## config.mk

```make
export PLATFORM = sky130hd
export DESIGN_NAME = dmem_port_arbiter
export DESIGN_NICKNAME = d
export VERILOG_FILES = /design/src/rtl/dmem_port_arbiter.sv
export SDC_FILE = /design/constraint.sdc
export NUM_CORES = 1
export LEC_CHECK = 0
export CORE_AREA = 2 2 139 87
export DETAILED_ROUTE_END_ITERATION = 8
export DIE_AREA = 0 0 141 89
export PLACE_DENSITY = 0.76
export SLEW_MARGIN = 10
export SYNTH_ARGS = -nofsm -noshare
export SYNTH_HDL_FRONTEND = slang
export SYNTH_SLANG_ARGS = --single-unit
```

## constraint.sdc

```tcl
create_clock -name clk -period 3 [get_ports clk]
set_input_delay 0.9 -clock clk [delete_from_list [all_inputs] [get_ports clk]]
set_output_delay 0.9 -clock clk [all_outputs]
set_load 0.03 [all_outputs]
```

## src/rtl/dmem_port_arbiter.sv

```systemverilog
// Shares the single data-memory port between the MEM stage (P) and the loader (L).
// Starvation-bounded arbitration, big-endian byte addressing, registered memory strobes.
module dmem_port_arbiter #(
  parameter int WORD_AW  = 8,
  parameter int MAX_WAIT = 3
) (
  input  logic               clk,
  input  logic               rst,
  input  logic               p_req,
  input  logic               p_we,
  input  logic [WORD_AW-1:0] p_word,
  input  logic [31:0]        p_wdata,
  output logic               p_gnt,
  output logic               p_rvalid,
  input  logic               l_req,
  input  logic               l_we,
  input  logic [WORD_AW-1:0] l_word,
  input  logic [31:0]        l_wdata,
  output logic               l_gnt,
  output logic               l_rvalid,
  output logic [31:0]        rdata,
  output logic               busy,
  output logic [31:0]        mem_addr,
  output logic [31:0]        mem_wdata,
  output logic               mem_read,
  output logic               mem_write,
  input  logic [31:0]        mem_rdata
);

  localparam int CNT_W = (MAX_WAIT < 2) ? 1 : $clog2(MAX_WAIT + 1);

  typedef enum logic [1:0] {IDLE, ISSUE, RESP} state_t;

  state_t           state_q, state_d;
  logic [CNT_W-1:0] starve_q, starve_d;
  logic             owner_p0;  // 1 = L owns the current operation
  logic             we_p0;
  logic             p_win, l_win;
  logic             sel_we;
  logic [WORD_AW-1:0] sel_word;
  logic [31:0]      sel_wdata;

  // Word k lives at big-endian byte address 4k+3.
  function automatic logic [31:0] word_to_addr(input logic [WORD_AW-1:0] word);
    return {{(30-WORD_AW){1'b0}}, word, 2'b11};
  endfunction

  always_ff @(posedge clk or posedge rst) begin
    if (rst) begin
      state_q  <= IDLE;
      starve_q <= '0;
    end else begin
      state_q  <= state_d;
      starve_q <= starve_d;
    end
  end

  always_comb begin
    state_d  = state_q;
    starve_d = starve_q;
    p_win    = 1'b0;
    l_win    = 1'b0;
    case (state_q)
      IDLE: begin
        l_win = l_req && (!p_req || starve_q == CNT_W'(MAX_WAIT));
        p_win = p_req && !l_win;
        if (l_win || !l_req)
          starve_d = '0;
        else if (p_win && starve_q != CNT_W'(MAX_WAIT))
          starve_d = starve_q + 1'b1;
        if (p_win || l_win)
          state_d = ISSUE;
      end
      ISSUE:   state_d = we_p0 ? IDLE : RESP;
      RESP:    state_d = IDLE;
      default: state_d = IDLE;
    endcase
  end

  assign p_gnt     = p_win;
  assign l_gnt     = l_win;
  assign busy      = (state_q != IDLE);
  assign sel_we    = l_win ? l_we    : p_we;
  assign sel_word  = l_win ? l_word  : p_word;
  assign sel_wdata = l_win ? l_wdata : p_wdata;

  // Grant -> issue: latch the winner's request and present it to memory for one cycle.
  // Issue -> response: capture read data and pulse the owner's rvalid.
  always_ff @(posedge clk or posedge rst) begin
    if (rst) begin
      owner_p0  <= 1'b0;
      we_p0     <= 1'b0;
      mem_addr  <= '0;
      mem_wdata <= '0;
      mem_read  <= 1'b0;
      mem_write <= 1'b0;
      rdata     <= '0;
      p_rvalid  <= 1'b0;
      l_rvalid  <= 1'b0;
    end else begin
      mem_read  <= 1'b0;
      mem_write <= 1'b0;
      p_rvalid  <= 1'b0;
      l_rvalid  <= 1'b0;
      if (p_win || l_win) begin
        owner_p0  <= l_win;
        we_p0     <= sel_we;
        mem_addr  <= word_to_addr(sel_word);
        mem_wdata <= sel_wdata;
        mem_read  <= !sel_we;
        mem_write <= sel_we;
      end
      if (state_q == ISSUE && !we_p0) begin
        rdata    <= mem_rdata;
        p_rvalid <= !owner_p0;
        l_rvalid <= owner_p0;
      end
    end
  end

endmodule

```

==> reports/results.ini <==
[run_status]
status = completed

[critical_path]
crit_fanout = 3
endpoint_kind = output pin
worstSetupPathType = in2out
critPathLaunchType = primary input
r2r_cells = 5
cp.required_ps = 2100
arrival_ps = 1880
reg2reg_slack_ps = 1180

[cts]
clk_pin_slew_ps = 70
root_buffer = clkbuf_16
clock_sinks = 83
h-tree-depth = 3
postCtsSetupBuffers = 0
worstSkewPairLatency_ps = 330
cts-resized-gates = 0
cts_tree = yes
numCtsBuffers = 9
cts_buffer_depth = 2
ctsHoldBuffers = 0

[layout]
drive_above_1_share_pct = 12.7
final_util_pct = 55.9
final_common_cell = clkdlybuf4s50_1
layout.nets = 667
antenna_cells = 0
final_cell_mix = clkdlybuf4s50_1 (195), dfrtp_1 (83), nand3_1 (43)
area_growth_pct = 61.4

[sta]
timing.final.crit_share_pct = 92.7
setup_tns_ps = 0
worst_pin_slew_ps = 777
skew_ps = 11.9
slew_viol_final = 0
final-hold-violation-count = 0
setup_viol = 0
rsz0062_at_grt = false
max_slew_margin_pct = 48.2
min_period_ps = 2780
fmaxAchievable_ghz = 0.360

[placed_design]
io_buffers = 198
dp_hpwl_mm = 8.15
place_congestion = 0.802

[pwr]
p_comb_share_pct = 54.5
leakagePower_nw = 2.63
max-vdd-ir-drop_mv = 0.471
swShare_pct = 41.3
seqPwrFrac_pct = 28.7
power.internal_mw = 4.05
power.share.clock_pct = 16.9
power.switching_mw = 2.84
p_per_area_nw_per_um2 = 1110

[synthesis]
synth-xor-area-share_pct = 0
synthCells = 358
synth_fa_ha_area_share_pct = 0.324
synthSimpleGateAreaFrac_pct = 8.23
ys_ff_latch = 83
synthesis.area_um2 = 3860
synth_top_family_by_area = compound AO/OA/AOI/OAI gates
synth_cell_types = 29
yosys_warnings = 0
muxShareOfSynthArea_pct = 9.33
ys_seq_area_share_pct = 53.8
avgSynthCellArea_um2 = 10.8
synth_compound_area_share_pct = 15.6

[die]
floorplan.initialDensity_pct = 34.7
core-area_um2 = 11100
pin_count = 221
dieArea_um2 = 12500
core.rowCount = 30
die_x_um = 141
die_y_um = 89

[global_routing]
globalRouteTotalUtil_pct = 17.7
gr-total-overflow = 0
antenna_found_initial = 0
grt_first_pass_wirelength_mm = 17.4
grt_max_degree = 52
grt_pass1_vias = 3408

[drt]
first_iter_violations = 142
first_pass_iters = 4
postRouteAntennaNets = 0
wl_per_cell_um = 15.9
via_per_inst = 4.95
drc = 0
routed_wl_mm = 11.1
via_count = 3453

[hold_path]
hold_path_depth = 1
hold_class = reg2reg

[job]
drv_cap = 0

-- flip-flops by register name, summed over array words and instances, names as in the netlist --
name       cells
rdata         32
mem_wdata     32
state_q        2
p_rvalid       1
starve_q       2
we_p0          1
mem_write      1
owner_p0       1
l_rvalid       1
mem_read       1
mem_addr       9
-- kinds of logic after synthesis --
| group | Yosys count |
|---|---|
| other | 1 |
| AO/OA/AOI/OAI | 88 |
| buffers and inverters | 95 |
| adder cells (fa/ha/maj) | 1 |
| flip-flops | 83 |
| multiplexers | 32 |
| AND/OR/NAND/NOR | 58 |
-- worst max-delay path, stage by stage --
cell and delay, ps:
clkdlybuf4s50_1 530, nand2b_2 80, and3_1 190, buf_4 180
-- worst paths after layout --
check                       startpoint             to
hold reg to reg               owner_p0       p_rvalid
max in group asynchronous          rst  mem_wdata[10]
setup / recovery                 p_req          l_gnt
hold / removal                owner_p0       p_rvalid
setup reg to reg           starve_q[0]  mem_wdata[31]
min in group asynchronous          rst       rdata[3]
-- metrics by stage --
step	worst slack, ps	instance area (um^2)	hold slack (ps)	power [mW]	cells
floorplan	549	3950	417	4.18	379
global placement	222	5910	438	5.69	681
detailed placement	125	5910	444	5.78	681
CTS	27.0	6230	468	6.98	697
global route	197	6230	504	7.29	697
finish	219	6230	460	6.89	697
-- cell usage after synthesis, drive strengths merged --
cell type / number / area share (%)
conb: 1 / 0.097
o21ba: 1 / 0.26
nand3: 43 / 5.6
a21oi: 1 / 0.13
nand2: 3 / 0.29
nor2b: 2 / 0.32
and3: 3 / 0.49
nand2b: 2 / 0.32
buf: 33 / 6.6
o21ai: 43 / 5.6
o311ai: 40 / 9.1
nor2: 2 / 0.26
a21bo: 1 / 0.26
nor3b: 2 / 0.81
and2: 1 / 0.16
ha: 1 / 0.32
mux2: 32 / 9.3
a31oi: 1 / 0.16
clkbuf: 19 / 1.8
clkinv: 1 / 0.097
a21o: 1 / 0.19
dfrtp: 83 / 54
inv: 42 / 4.1
-- power groups by stage --
stage	combinational (mW)	sequential (mW)	clock, mW
CTS	3.80	1.98	1.20
finish	3.75	1.98	1.16
detailed placement	3.79	1.99	0
global placement	3.72	1.97	0
global route	3.99	2.05	1.25
floorplan	1.21	2.97	0
-- layer usage --
layer,up-vias,global-route usage [%],wire [um]
met2,193,28.6,5070
li1,1602,-,-
met5,-,0,0
met4,0,4.64,142
met1,1642,22.5,4700
met3,16,7.28,1200
-- cell type report --
class | count | area (um^2)
repair buffers | 210 | 2090
clock inverters | 6 | 88.8
well taps | 144 | 180
clock buffers | 10 | 229
fillers | 932 | 4910
inverters | 43 | 165
flip-flops and latches | 83 | 2080
multi-input cells | 201 | 1400
Power figures use the tool's default switching activity.
